### src/rtl/adder_multicycle.sv
// adder_multicycle
// Multi-cycle adder/subtractor. A WIDTH-bit operation is processed CHUNK bits
// per cycle, LSB chunk first, with the carry between chunks held in a register.
// Subtraction is computed as a + ~b + ~cin, so carry_out=1 means "no borrow".
//
// Ports:
//   clk, rst_n            clock, synchronous active-low reset
//   in_valid / in_ready   operand handshake (accepted only in IDLE)
//   a, b, sub, cin        operands, mode (0 add, 1 subtract), carry/borrow in
//   out_valid / out_ready result handshake (result held until accepted)
//   result                sum/difference mod 2^WIDTH
//   carry_out             raw carry out of the MSB
//   overflow              signed overflow (carry into MSB xor carry out of MSB)
//   zero                  result == 0
module adder_multicycle #(
    parameter int WIDTH = 32,
    parameter int CHUNK = 8
) (
    input  logic             clk,
    input  logic             rst_n,
    input  logic             in_valid,
    output logic             in_ready,
    input  logic [WIDTH-1:0] a,
    input  logic [WIDTH-1:0] b,
    input  logic             sub,
    input  logic             cin,
    output logic             out_valid,
    input  logic             out_ready,
    output logic [WIDTH-1:0] result,
    output logic             carry_out,
    output logic             overflow,
    output logic             zero
);

    // Guarded so a bad CHUNK reports the error below instead of dividing by zero.
    localparam int N     = (CHUNK >= 1) ? WIDTH / CHUNK : 1;
    localparam int IDX_W = (N > 1) ? $clog2(N) : 1;

    generate
        if (CHUNK < 1 || CHUNK > WIDTH ||
            ((CHUNK >= 1) ? (WIDTH % CHUNK) : 1) != 0) begin : g_bad_params
            $error("adder_multicycle: CHUNK must be in 1..WIDTH and divide WIDTH");
        end
    endgenerate

    typedef enum logic [1:0] {
        IDLE,
        RUN,
        DONE
    } state_t;

    state_t             state;
    logic [WIDTH-1:0]   a_r;
    logic [WIDTH-1:0]   b_r;     // already inverted in subtract mode
    logic               c;       // carry into the chunk being processed
    logic [IDX_W-1:0]   idx;

    logic [CHUNK-1:0]   a_chunk;
    logic [CHUNK-1:0]   b_chunk;
    logic [CHUNK:0]     sum;
    logic [WIDTH-1:0]   res_next;
    logic               msb_cin;
    logic               last;

    assign a_chunk = a_r[int'(idx)*CHUNK +: CHUNK];
    assign b_chunk = b_r[int'(idx)*CHUNK +: CHUNK];
    assign sum     = {1'b0, a_chunk} + {1'b0, b_chunk} + {{CHUNK{1'b0}}, c};
    assign last    = (idx == IDX_W'(N - 1));

    // The carry into the top bit of a chunk is recoverable from that bit's
    // sum: s = a ^ b ^ cin  =>  cin = a ^ b ^ s. Valid for CHUNK == 1 too.
    assign msb_cin = a_chunk[CHUNK-1] ^ b_chunk[CHUNK-1] ^ sum[CHUNK-1];

    // Result with the current chunk merged in; zero is taken from this so the
    // final chunk is included in the same cycle it is produced.
    always_comb begin
        res_next = result;
        res_next[int'(idx)*CHUNK +: CHUNK] = sum[CHUNK-1:0];
    end

    always_ff @(posedge clk) begin
        if (!rst_n) begin
            state     <= IDLE;
            idx       <= '0;
            c         <= 1'b0;
            a_r       <= '0;
            b_r       <= '0;
            in_ready  <= 1'b1;
            out_valid <= 1'b0;
            result    <= '0;
            carry_out <= 1'b0;
            overflow  <= 1'b0;
            zero      <= 1'b0;
        end else begin
            case (state)
                IDLE: begin
                    if (in_valid && in_ready) begin
                        a_r      <= a;
                        b_r      <= sub ? ~b : b;
                        c        <= sub ? ~cin : cin;
                        idx      <= '0;
                        in_ready <= 1'b0;
                        state    <= RUN;
                    end
                end

                RUN: begin
                    result <= res_next;
                    c      <= sum[CHUNK];
                    if (last) begin
                        carry_out <= sum[CHUNK];
                        overflow  <= msb_cin ^ sum[CHUNK];
                        zero      <= (res_next == '0);
                        out_valid <= 1'b1;
                        idx       <= '0;
                        state     <= DONE;
                    end else begin
                        idx <= idx + 1'b1;
                    end
                end

                DONE: begin
                    // Hold result and flags until the consumer takes them.
                    if (out_ready) begin
                        out_valid <= 1'b0;
                        in_ready  <= 1'b1;
                        state     <= IDLE;
                    end
                end

                default: begin
                    state <= IDLE;
                end
            endcase
        end
    end

endmodule

### config.mk
export PLATFORM = sky130hd
export DESIGN_NAME = adder_multicycle
export DESIGN_NICKNAME = d
export VERILOG_FILES = /design/src/rtl/adder_multicycle.sv
export SDC_FILE = /design/constraint.sdc
export NUM_CORES = 1
export LEC_CHECK = 0
export CAP_MARGIN = 10
export CORE_MARGIN = 2
export CORE_UTILIZATION = 30
export CTS_CLUSTER_DIAMETER = 100
export DETAILED_ROUTE_END_ITERATION = 10
export DONT_BUFFER_PORTS = 1
export PLACE_DENSITY_LB_ADDON = 0.08
export SYNTH_ARGS = -nofsm -noshare
export SYNTH_HDL_FRONTEND = slang
export SYNTH_SLANG_ARGS = --single-unit
### constraint.sdc
create_clock -name clk -period 5.7 [get_ports clk]
set_input_delay 0.855 -clock clk [delete_from_list [all_inputs] [get_ports clk]]
set_output_delay 0.855 -clock clk [all_outputs]
set_load 0.03 [all_outputs]
==> results of run 1 <==
[flip-flops by register name, indices dropped and copies added, names as in the netlist]
| signal | flops |
|---|---|
| c | 1 |
| state | 2 |
| overflow | 1 |
| zero | 1 |
| b_r | 32 |
| a_r | 32 |
| in_ready | 1 |
| carry_out | 1 |
| result | 32 |
| out_valid | 1 |
| idx | 2 |
[kinds of logic (layout without fill, tap and decap cells)]
family,Yosys count,after routing,synth area share (%)
AND/OR/NAND/NOR,193,193,18.01
AO/OA/AOI/OAI,135,135,20.74
adder cells (fa/ha/maj),15,15,3.848
buffers and inverters,45,28,3.729
multiplexers,18,18,7.245
XOR/XNOR,37,37,6.152
flip-flops,106,106,40.29
[cell type report]
class                   count  share of cell area [%]
clock buffers              12                   4.480
clock inverters             4                  0.8741
inverters                   8                  0.5245
multi-input cells         398                   51.62
flip-flops and latches    106                   37.06
well taps                 225                   4.917
repair buffers              4                  0.5245
[layout by cell type, fill, tap and decap left out, types with 2 or more instances in the layout]
cell type and count:
sky130_fd_sc_hd__ha_1 13, sky130_fd_sc_hd__nor2_1 7, sky130_fd_sc_hd__o21ai_0 9, sky130_fd_sc_hd__nand4_1 2, sky130_fd_sc_hd__a32oi_1 4, sky130_fd_sc_hd__nand2b_1 4, sky130_fd_sc_hd__o21a_1 4, sky130_fd_sc_hd__clkinvlp_4 2
sky130_fd_sc_hd__nand2_1 115, sky130_fd_sc_hd__inv_1 8, sky130_fd_sc_hd__clkbuf_16 9, sky130_fd_sc_hd__o211a_1 34, sky130_fd_sc_hd__dfxtp_1 106, sky130_fd_sc_hd__nor3_1 4, sky130_fd_sc_hd__nand3_1 6, sky130_fd_sc_hd__and2_1 6
sky130_fd_sc_hd__nor3_2 2, sky130_fd_sc_hd__mux4_2 16, sky130_fd_sc_hd__nor2b_1 28, sky130_fd_sc_hd__a21o_1 4, sky130_fd_sc_hd__a22oi_1 21, sky130_fd_sc_hd__nor4_1 6, sky130_fd_sc_hd__clkbuf_8 2, sky130_fd_sc_hd__a21oi_1 10
sky130_fd_sc_hd__o31ai_2 2, sky130_fd_sc_hd__fa_1 2, sky130_fd_sc_hd__a21boi_0 35, sky130_fd_sc_hd__buf_4 4, sky130_fd_sc_hd__xnor2_1 36, sky130_fd_sc_hd__a21boi_1 3
[final timing paths]
path                               to  slack (ns)                 from  depth (start not counted)
setup / recovery    zero$_SDFFE_PN0P_        2.27  idx[0]$_SDFFE_PN0P_                         11
hold / removal    a_r[6]$_SDFFE_PN0P_        0.47  a_r[6]$_SDFFE_PN0P_                          2
setup reg to reg    zero$_SDFFE_PN0P_        2.27  idx[0]$_SDFFE_PN0P_                         11
hold reg to reg   a_r[6]$_SDFFE_PN0P_        0.47  a_r[6]$_SDFFE_PN0P_                          2
[cell usage after synthesis (2+ instances only)]
master,n
sky130_fd_sc_hd__and2_1,6
sky130_fd_sc_hd__nor4_1,6
sky130_fd_sc_hd__dfxtp_1,106
sky130_fd_sc_hd__nor2_1,7
sky130_fd_sc_hd__inv_1,8
sky130_fd_sc_hd__o21a_1,4
sky130_fd_sc_hd__nand3_1,6
sky130_fd_sc_hd__fa_1,2
sky130_fd_sc_hd__buf_6,2
sky130_fd_sc_hd__a21oi_1,10
sky130_fd_sc_hd__a21o_1,4
sky130_fd_sc_hd__nand4_1,2
sky130_fd_sc_hd__a32oi_1,4
sky130_fd_sc_hd__o211a_1,34
sky130_fd_sc_hd__ha_1,13
sky130_fd_sc_hd__a21boi_0,35
sky130_fd_sc_hd__nor3_1,4
sky130_fd_sc_hd__o21ai_0,9
sky130_fd_sc_hd__nor2b_1,28
sky130_fd_sc_hd__a21boi_1,3
sky130_fd_sc_hd__a22oi_1,21
sky130_fd_sc_hd__nand2b_1,4
sky130_fd_sc_hd__buf_2,9
sky130_fd_sc_hd__mux4_2,16
sky130_fd_sc_hd__nand2_1,115
sky130_fd_sc_hd__xnor2_1,36
sky130_fd_sc_hd__clkbuf_1,24
sky130_fd_sc_hd__o31ai_2,2
sky130_fd_sc_hd__nor3_2,2
[power by group]
part	internal, uW	leakage, uW	total, uW	switching (uW)
clock network	364	0.000145	643	279
logic	117	0.00123	271	155
registers	785	0.000866	824	39.2
[stage by stage]
stage               hold WS, ns  util (%)  power [uW]  instances
finish                   0.4672     33.22        1739        757
global route             0.4902     33.22        1836        757
floorplan                0.4402         -        1050        549
CTS                      0.4695     33.22        1778        757
global placement         0.4523     31.44        1115        741
detailed placement       0.4597     31.44        1118        741
[layer usage]
metal  track usage (%)  wire [microns]  vias to the layer above
met5                 0               0                        -
met4             5.093             214                        0
met3             3.926             693                       15
met2             24.08            6519                       92
met1             20.78            6462                     1840
li1                  -               -                     1892
[critical path, delay by kind of cell (launching register included)]
family                     cells  cell delay, ns
buffers and inverters          2            0.45
and+or+nand+nor                2            0.21
muxes                          1            0.57
adders and majority gates      2            0.66
AOI/OAI and AO/OA              4            1.15
DFF                            1            0.31
==> results.txt, run 1 <==
----------------------------------------------------
[Timing]
  Tightest Pin Transition ... 1.066 ns
  Worst slew margin ... 28.16%
  Post-route clock period utilization ... 60.23%
  Top achievable clock speed ... 0.2913 GHz
  Final setup violation count ... 0
  Sum of negative setup slack ... 0 ns
  Unrepaired setup endpoints after global routing ... false
  Total count of hold-check failures in the final report ... 0
  Setup Skew ... 0.008250 ns
  Slew Limit Fails ... 0
  Smallest setup slack after layout ... 2.267 ns
  Time the worst path needs with I/O delays and setup ... 3.433 ns

[Drt]
  Residual antenna-violating net count after detailed routing ... 0
  Number of search-and-repair iterations in the first detailed-routing pass ... 6
  Routed WL ... 13890 microns
  Average via count per standard cell ... 5.071
  Wirelength per Cell ... 18.35 microns
  Routed via count ... 3839
  DRC violation count after routing ... 0
  Starting DRT DRC Count ... 186

[Global route]
  Via count of the first global-routing pass ... 3868
  All-layer global routing usage ... 15.42%
  Antenna violations before repair ... 0
  First-pass GRT wire length ... 21780 microns
  Pin count of the biggest net entering global routing ... 108
  Remaining Overflow, GRT ... 0

[Clock network]
  Clock buffer count from CTS ... 9
  Clock tree from TritonCTS ... yes
  Total number of clock tree sinks ... 106
  Resized Gates After CTS ... 0
  Number of hold buffers added after cts ... 0
  Bufs on Longest Clock Path ... 2
  Number of buffers inserted by post-CTS setup repair ... 0
  Maximum level of the CTS H-tree ... 3
  Clock latency reported for the late side of the worst-skew pair ... 0.35 ns
  Clock root cell ... sky130_fd_sc_hd__clkbuf_16
  Clock-pin slew of the registers on the worst-case setup and hold paths ... 0.07 ns

[Floorplanning]
  Core area ... 0.01724 sq mm
  Initial core utilization ... 30.56%
  Area of the die ... 0.01864 sq mm
  Die width ... 136.5 microns
  Die Height ... 136.5 microns
  Top Ports ... 107
  Row count ... 48

[Placed design]
  Worst Setup Slack post-DPL ... 2.249 ns
  Placed Area ... 0.005419 sq mm
  Count of input and output buffers ... 0
  Detailed-placement wirelength estimate ... 9933 microns
  Routability congestion estimate ... 0.7785

[Synthesis]
  Dominant synthesized flop cell ... sky130_fd_sc_hd__dfxtp_1
  Top cells by area in the synthesized netlist ... sky130_fd_sc_hd__dfxtp_1, sky130_fd_sc_hd__nand2_1, sky130_fd_sc_hd__mux4_2, sky130_fd_sc_hd__o211a_1, sky130_fd_sc_hd__xnor2_1
  Synth Cell Area ... 0.005268 sq mm
  Yosys Warn Count ... 0
  Number of synthesized register bits ... 106
  Number of enable-type register cells in the synthesized netlist ... 0
  Mean post-synth cell area ... 9.595 sq um
  Fraction of registers with async set/reset ... 0%
  Largest area contributor in the synthesized netlist ... sky130_fd_sc_hd__dfxtp_1
  Cell count after synthesis ... 549
  Yosys top cell area share ... 40.29%
  Syn Nets ... 634
  Cell variety after synth ... 56
  Sequential-to-total area share from yosys stat ... 40.29%

[Power]
  Leakage power of the design ... 0.002244 uW
  Power per cell area ... 303.7 mW/mm^2
  VDD IR-drop max ... 143.5 uV

[Worst setup path]
  Critical path cell sequence ... buf_4, mux4_2, fa_1, inv_1, fa_1, nor2b_4, o31a_1, o21a_1, o31ai_2, nand3b_1, o31ai_2
  Worst stage delay on the critical path ... 0.57 ns
  Critical Path AT ... 3.71 ns
  Critical Path RT ... 5.97 ns
  Capturing element type of the critical path ... register
  Largest fanout on the critical path ... 27
  Worst-path cell with the longest stage delay ... sky130_fd_sc_hd__mux4_2
  Kind of critical path ... register to register
  Critical path startpoint category ... register

[Finish]
  Combined area of the multi-input logic cells ... 0.002955 sq mm
  Number of filler instances in the final layout ... 1807
  Final #Nets ... 612
  Summed area of non-filler cells in the final layout ... 0.005725 sq mm
  Total inserted antenna cells ... 0
  FF+latch area ... 0.002122 sq mm
  Share of post-route cells with drive strength above 1 ... 9.398%
  Layout Area Growth over Synthesis ... 8.694%

[Outcome]
  Run status ... finished, final reports clean

[Run]
  Max cap viols ... 0

[Worst hold path]
  HP Class ... register to register

----------------------------------------------------
Note: power is estimated with default switching activity, not from simulation.
==> inputs of run 2 (changes only) <==
- clock period: 5.7 -> 3 ns (I/O delays scaled with it)
==> results.txt, run 2 (synthesis gave the netlist of run 1 again) <==
----------------------------------------------------
[Outcome]
  Run status ... finished, final reports clean (unchanged)

[Global route]
  Via count of the first global-routing pass ... 3749 (was 3868)
  First-pass GRT wire length ... 21730 microns (was 21780 microns)
  Pin count of the biggest net entering global routing ... 108 (unchanged)
  Remaining Overflow, GRT ... 0 (unchanged)
  Antenna violations before repair ... 0 (unchanged)
  All-layer global routing usage ... 15.41% (was 15.42%)

[Placed design]
  Routability congestion estimate ... 0.8562 (was 0.7785)
  Count of input and output buffers ... 0 (unchanged)
  Worst Setup Slack post-DPL ... -0.06783 ns (was 2.249 ns)
  Detailed-placement wirelength estimate ... 10080 microns (was 9933 microns)
  Placed Area ... 0.005535 sq mm (was 0.005419 sq mm)

[Clock network]
  Number of hold buffers added after cts ... 0 (unchanged)
  Clock latency reported for the late side of the worst-skew pair ... 0.36 ns (was 0.35 ns)
  Clock buffer count from CTS ... 9 (unchanged)
  Bufs on Longest Clock Path ... 2 (unchanged)
  Clock tree from TritonCTS ... yes (unchanged)
  Clock root cell ... sky130_fd_sc_hd__clkbuf_16 (unchanged)
  Clock-pin slew of the registers on the worst-case setup and hold paths ... 0.08 ns (was 0.07 ns)
  Total number of clock tree sinks ... 106 (unchanged)
  Maximum level of the CTS H-tree ... 3 (unchanged)

[Finish]
  Summed area of non-filler cells in the final layout ... 0.005918 sq mm (was 0.005725 sq mm)
  Share of post-route cells with drive strength above 1 ... 13.30% (was 9.398%)
  Total inserted antenna cells ... 0 (unchanged)
  Top Registers ... a_r x32, b_r x32, result x32 (unchanged)
  Final #Nets ... 629 (was 612)
  Leading cell types in the layout, fill and taps excluded ... sky130_fd_sc_hd__nand2_1, sky130_fd_sc_hd__dfxtp_1, sky130_fd_sc_hd__xnor2_1 (unchanged)
  Layout Area Growth over Synthesis ... 12.35% (was 8.694%)
  Commonest non-fill, non-tap cell in the layout ... sky130_fd_sc_hd__nand2_1 (unchanged)
  Util after Layout ... 34.34% (was 33.22%)

[Worst setup path]
  Capturing element type of the critical path ... register (unchanged)
  Kind of critical path ... register to register (unchanged)
  Worst-path cell with the longest stage delay ... sky130_fd_sc_hd__mux4_2 (unchanged)
  Critical path cell sequence ... mux4_2, fa_2, inv_2, fa_2, nor2b_4, o31a_1, o31ai_4, o31ai_4, or4_1, a21boi_1 (was buf_4, mux4_2, fa_1, inv_1, fa_1, nor2b_4, o31a_1, o21a_1, o31ai_2, nand3b_1, o31ai_2)
  Largest fanout on the critical path ... 5 (was 27)
  Critical Path AT ... 3.20 ns (was 3.71 ns)
  Largest delay contributor family on the critical path ... compound AO/OA/AOI/OAI gates (unchanged)
  Setup slack on the worst flop-to-flop path ... 0.09 ns (was 2.27 ns)
  Critical path startpoint category ... register (unchanged)
  Buffers & Inverters on Critical Path ... 1 (was 2)
  Critical Path RT ... 3.30 ns (was 5.97 ns)
  Worst stage delay on the critical path ... 0.53 ns (was 0.57 ns)

[Timing]
  Total count of hold-check failures in the final report ... 0 (unchanged)
  Tightest Pin Transition ... 0.6816 ns (was 1.066 ns)
  Top achievable clock speed ... 0.3439 GHz (was 0.2913 GHz)
  Time the worst path needs with I/O delays and setup ... 2.908 ns (was 3.433 ns)
  Post-route clock period utilization ... 96.94% (was 60.23%)
  Unrepaired setup endpoints after global routing ... false (unchanged)
  Final setup violation count ... 0 (unchanged)
  Smallest setup slack after layout ... 0.09189 ns (was 2.267 ns)
  Worst slew margin ... 54.40% (was 28.16%)
  Setup Skew ... 0.01022 ns (was 0.008250 ns)
  Slew Limit Fails ... 0 (unchanged)

[Drt]
  Starting DRT DRC Count ... 241 (was 186)
  Average via count per standard cell ... 5.070 (was 5.071)
  Routed via count ... 3924 (was 3839)
  Wirelength per Cell ... 18.02 microns (was 18.35 microns)
  Number of search-and-repair iterations in the first detailed-routing pass ... 5 (was 6)
  Residual antenna-violating net count after detailed routing ... 0 (unchanged)
  DRC violation count after routing ... 0 (unchanged)
  Routed WL ... 13940 microns (was 13890 microns)

[Power]
  Power consumption ... 3370 uW (was 1739 uW)
  Power per cell area ... 569.4 mW/mm^2 (was 303.7 mW/mm^2)
  Leakage power of the design ... 0.002350 uW (was 0.002244 uW)
  VDD IR-drop max ... 320.3 uV (was 143.5 uV)

[Run]
  Max cap viols ... 0 (unchanged)

[Floorplanning]
  Initial core utilization ... 30.56% (unchanged)
  Top Ports ... 107 (unchanged)
  Area of the die ... 0.01864 sq mm (unchanged)
  Die width ... 136.5 microns (unchanged)
  Die Height ... 136.5 microns (unchanged)
  Row count ... 48 (unchanged)
  Core area ... 0.01724 sq mm (unchanged)

[Worst hold path]
  HP Class ... primary input to register (was register to register)

----------------------------------------------------
run 2: cell count changes in the layout (fill, tap and decap cells not counted), moves of 2 or more:
cell                      delta
sky130_fd_sc_hd__buf_4      +11
sky130_fd_sc_hd__buf_12      +3
sky130_fd_sc_hd__buf_6       +3
sky130_fd_sc_hd__dfxtp_1     -2
sky130_fd_sc_hd__fa_1        -2
sky130_fd_sc_hd__fa_2        +2
run 2: where the power goes:
group / total (uW) / switching (uW) / internal [uW]
logic: 576 / 306 / 270
registers: 1560 / 72.8 / 1490
clock network: 1230 / 557 / 672
total: 3370 / 935 / 2430
run 2: metal layers:
layer	GRT usage [%]	wire length [microns]
met1	21.32	6598
met2	22.72	6270
met3	5.222	903
met4	4.456	171
met5	0	0
run 2: worst paths after layout:
check                             from                      end  cells after the start
hold / removal                   rst_n   result[2]$_SDFFE_PN0P_                      1
setup reg to reg   idx[1]$_SDFFE_PN0P_  result[30]$_SDFFE_PN0P_                     10
setup / recovery   idx[1]$_SDFFE_PN0P_  result[30]$_SDFFE_PN0P_                     10
hold reg to reg   a_r[23]$_SDFFE_PN0P_     a_r[23]$_SDFFE_PN0P_                      2
run 2: through the flow:
step | setup TNS (ns) | cells | hold WS [ns]
floorplan | 0 | 549 | 0.4402
global placement | 0 | 751 | 0.4488
detailed placement | -0.06783 | 751 | 0.4562
CTS | 0 | 767 | 0.1770
global route | 0 | 774 | 0.2226
finish | 0 | 774 | 0.2291
run 2: cell type report:
type / instances / area, sq um
tap: 225 / 281.5
sequential: 106 / 2127
fill: 1753 / 11320
multi-input combinational: 398 / 2969
timing repair buffer: 21 / 206.4
clock buffer: 10 / 239.0
inverter: 8 / 30.03
clock inverter: 6 / 65.06
run 2: what timing repair did:
item | in CTS | in global routing
setup endpoints to repair | 3 | 5
hold endpoints to repair | 0 | 0
cloned | 0 | 0
buffers inserted | 0 | 7
gates resized for setup | 3 | 5
pin swaps | 0 | 4
==> inputs of run 3 (changes only) <==
--- a/config.mk
+++ b/config.mk
@@ -8,3 +8,3 @@
 export CAP_MARGIN = 10
-export CORE_MARGIN = 2
+export CORE_MARGIN = 5
 export CORE_UTILIZATION = 30
==> constraint.sdc (replaced) <==
create_clock -name clk -period 3 [get_ports clk]
set_input_delay 0.75 -clock clk [delete_from_list [all_inputs] [get_ports clk]]
set_output_delay 0.75 -clock clk [all_outputs]
set_load 0.03 [all_outputs]
==> results.txt, run 3 (synthesis gave the netlist of run 1 again) <==
----------------------------------------------------
[Finish]
  Commonest non-fill, non-tap cell in the layout ... sky130_fd_sc_hd__nand2_1 (unchanged)
  Final #Nets ... 626 (was 629)
  Util after Layout ... 34.18% (was 34.34%)
  Layout Area Growth over Synthesis ... 11.85% (was 12.35%)
  Top Registers ... a_r x32, b_r x32, result x32 (unchanged)
  Number of filler instances in the final layout ... 1767 (was 1753)
  Share of post-route cells with drive strength above 1 ... 13.19% (was 13.30%)
  Leading cell types in the layout, fill and taps excluded ... sky130_fd_sc_hd__nand2_1, sky130_fd_sc_hd__dfxtp_1, sky130_fd_sc_hd__xnor2_1 (unchanged)
  Total inserted antenna cells ... 0 (unchanged)

[Floorplanning]
  Initial core utilization ... 30.56% (unchanged)
  Core area ... 0.01724 sq mm (unchanged)
  Row count ... 48 (unchanged)
  Top Ports ... 107 (unchanged)
  Area of the die ... 0.02031 sq mm (was 0.01864 sq mm)
  Die Height ... 142.5 microns (was 136.5 microns)
  Die width ... 142.5 microns (was 136.5 microns)

[Power]
  Leakage power of the design ... 0.002337 uW (was 0.002350 uW)
  Power consumption ... 3343 uW (was 3370 uW)
  VDD IR-drop max ... 269.0 uV (was 320.3 uV)
  Power per cell area ... 567.5 mW/mm^2 (was 569.4 mW/mm^2)

[Clock network]
  Clock root cell ... sky130_fd_sc_hd__clkbuf_16 (unchanged)
  Clock latency reported for the late side of the worst-skew pair ... 0.35 ns (was 0.36 ns)
  Clock-pin slew of the registers on the worst-case setup and hold paths ... 0.07 ns (was 0.08 ns)
  Total number of clock tree sinks ... 106 (unchanged)
  Clock tree from TritonCTS ... yes (unchanged)
  Bufs on Longest Clock Path ... 2 (unchanged)
  Clock buffer count from CTS ... 9 (unchanged)
  Maximum level of the CTS H-tree ... 3 (unchanged)

[Worst setup path]
  Capturing element type of the critical path ... register (unchanged)
  Largest fanout on the critical path ... 5 (unchanged)
  Largest delay contributor family on the critical path ... compound AO/OA/AOI/OAI gates (unchanged)
  Critical Path AT ... 3.22 ns (was 3.20 ns)
  Buffers & Inverters on Critical Path ... 1 (unchanged)
  Kind of critical path ... register to register (unchanged)
  Critical path cell sequence ... mux4_2, fa_2, inv_2, fa_2, nor2b_4, o31a_1, o31ai_4, o31ai_4, or4_1, a21boi_1 (unchanged)
  Critical Path RT ... 3.29 ns (was 3.30 ns)
  Worst stage delay on the critical path ... 0.54 ns (was 0.53 ns)
  Critical path startpoint category ... register (unchanged)
  Worst-path cell with the longest stage delay ... sky130_fd_sc_hd__mux4_2 (unchanged)

[Global route]
  All-layer global routing usage ... 14.20% (was 15.41%)
  Pin count of the biggest net entering global routing ... 108 (unchanged)
  Via count of the first global-routing pass ... 4008 (was 3749)
  Remaining Overflow, GRT ... 0 (unchanged)
  First-pass GRT wire length ... 22590 microns (was 21730 microns)
  Antenna violations before repair ... 0 (unchanged)

[Timing]
  Final setup violation count ... 0 (unchanged)
  Post-route clock period utilization ... 97.75% (was 96.94%)
  Top achievable clock speed ... 0.3410 GHz (was 0.3439 GHz)
  Sum of negative setup slack ... 0 ns (unchanged)
  WHS ... 0.4636 ns (was 0.2291 ns)
  Unrepaired setup endpoints after global routing ... true (was false)
  Slew Limit Fails ... 0 (unchanged)
  Time the worst path needs with I/O delays and setup ... 2.932 ns (was 2.908 ns)
  Total count of hold-check failures in the final report ... 0 (unchanged)
  Smallest setup slack after layout ... 0.06752 ns (was 0.09189 ns)
  Tightest Pin Transition ... 0.6483 ns (was 0.6816 ns)
  Worst slew margin ... 56.64% (was 54.40%)
  Setup Skew ... 0.01120 ns (was 0.01022 ns)

[Drt]
  Residual antenna-violating net count after detailed routing ... 0 (unchanged)
  Wirelength per Cell ... 18.33 microns (was 18.02 microns)
  Average via count per standard cell ... 5.025 (was 5.070)
  Routed WL ... 14130 microns (was 13940 microns)
  Number of search-and-repair iterations in the first detailed-routing pass ... 4 (was 5)
  DRC violation count after routing ... 0 (unchanged)
  Routed via count ... 3874 (was 3924)
  Starting DRT DRC Count ... 157 (was 241)

[Worst hold path]
  HP Class ... register to register (was primary input to register)

[Placed design]
  Routability congestion estimate ... 0.8151 (was 0.8562)
  Worst Setup Slack post-DPL ... -0.09495 ns (was -0.06783 ns)
  Detailed-placement wirelength estimate ... 10260 microns (was 10080 microns)
  Count of input and output buffers ... 0 (unchanged)

[Outcome]
  Run status ... finished, final reports clean (unchanged)

[Run]
  Max cap viols ... 0 (unchanged)

----------------------------------------------------
-- run 3: changes by cell type in the layout (fill, tap and decap cells not counted), sizes merged --
cell,previous run,this run
buf,21,18
clkbuf,10,12
clkinv,3,2
inv,9,8
-- run 3: layout make-up --
cell class | instances | area (sq um) | area share, %
well taps | 225 | 281.5 | 4.778
clock inverters | 4 | 51.30 | 0.8707
repair buffers | 18 | 166.4 | 2.824
clock buffers | 12 | 246.5 | 4.183
multi-input cells | 398 | 2992 | 50.78
inverters | 8 | 30.03 | 0.5097
flip-flops and latches | 106 | 2125 | 36.06
-- run 3: final timing paths --
kind | end | cells past startpoint | slack, ns | from
hold / removal | a_r[8]$_SDFFE_PN0P_ | 2 | 0.46 | a_r[8]$_SDFFE_PN0P_
setup reg to reg | result[30]$_SDFFE_PN0P_ | 10 | 0.07 | idx[1]$_SDFFE_PN0P_
setup / recovery | result[30]$_SDFFE_PN0P_ | 10 | 0.07 | idx[1]$_SDFFE_PN0P_
hold reg to reg | a_r[8]$_SDFFE_PN0P_ | 2 | 0.46 | a_r[8]$_SDFFE_PN0P_
-- run 3: worst reg2reg max path, delay by kind of cell, from the launching register on --
family          cells  cell delay (ns)
buf+inv             1             0.07
mux                 1             0.54
simple gates        2             0.47
flops               1             0.35
fa+ha+maj           2             0.61
compound gates      4             0.83
-- run 3: layer usage --
layer | wire length, microns | share of wire [%] | vias to the layer above | GRT usage (%)
met4 | 302 | 2.1 | 0 | 4.852
met1 | 6672 | 47 | 1850 | 19.70
met5 | 0 | 0 | - | 0
met2 | 6421 | 45 | 91 | 21.07
li1 | - | - | 1915 | -
met3 | 736 | 5.2 | 18 | 4.200
-- run 3: metrics by stage --
| step | std cells | cell area, sq um |
|---|---|---|
| global placement | 750 | 5503 |
| global route | 771 | 5892 |
| detailed placement | 750 | 5503 |
| CTS | 768 | 5832 |
| finish | 771 | 5892 |
| floorplan | 549 | 5291 |
-- run 3: repair_timing --
item	CTS	global route
endpoints found under the setup margin	5	9
setup buffers	2	3
pin swaps	0	6
resized for setup	4	9
hold buffers	0	0
-- run 3: power by group --
group	internal (uW)	leakage [uW]	switching (uW)
clock	672	0.000143	533
combinational	267	0.00133	309
sequential	1490	0.000866	70.3
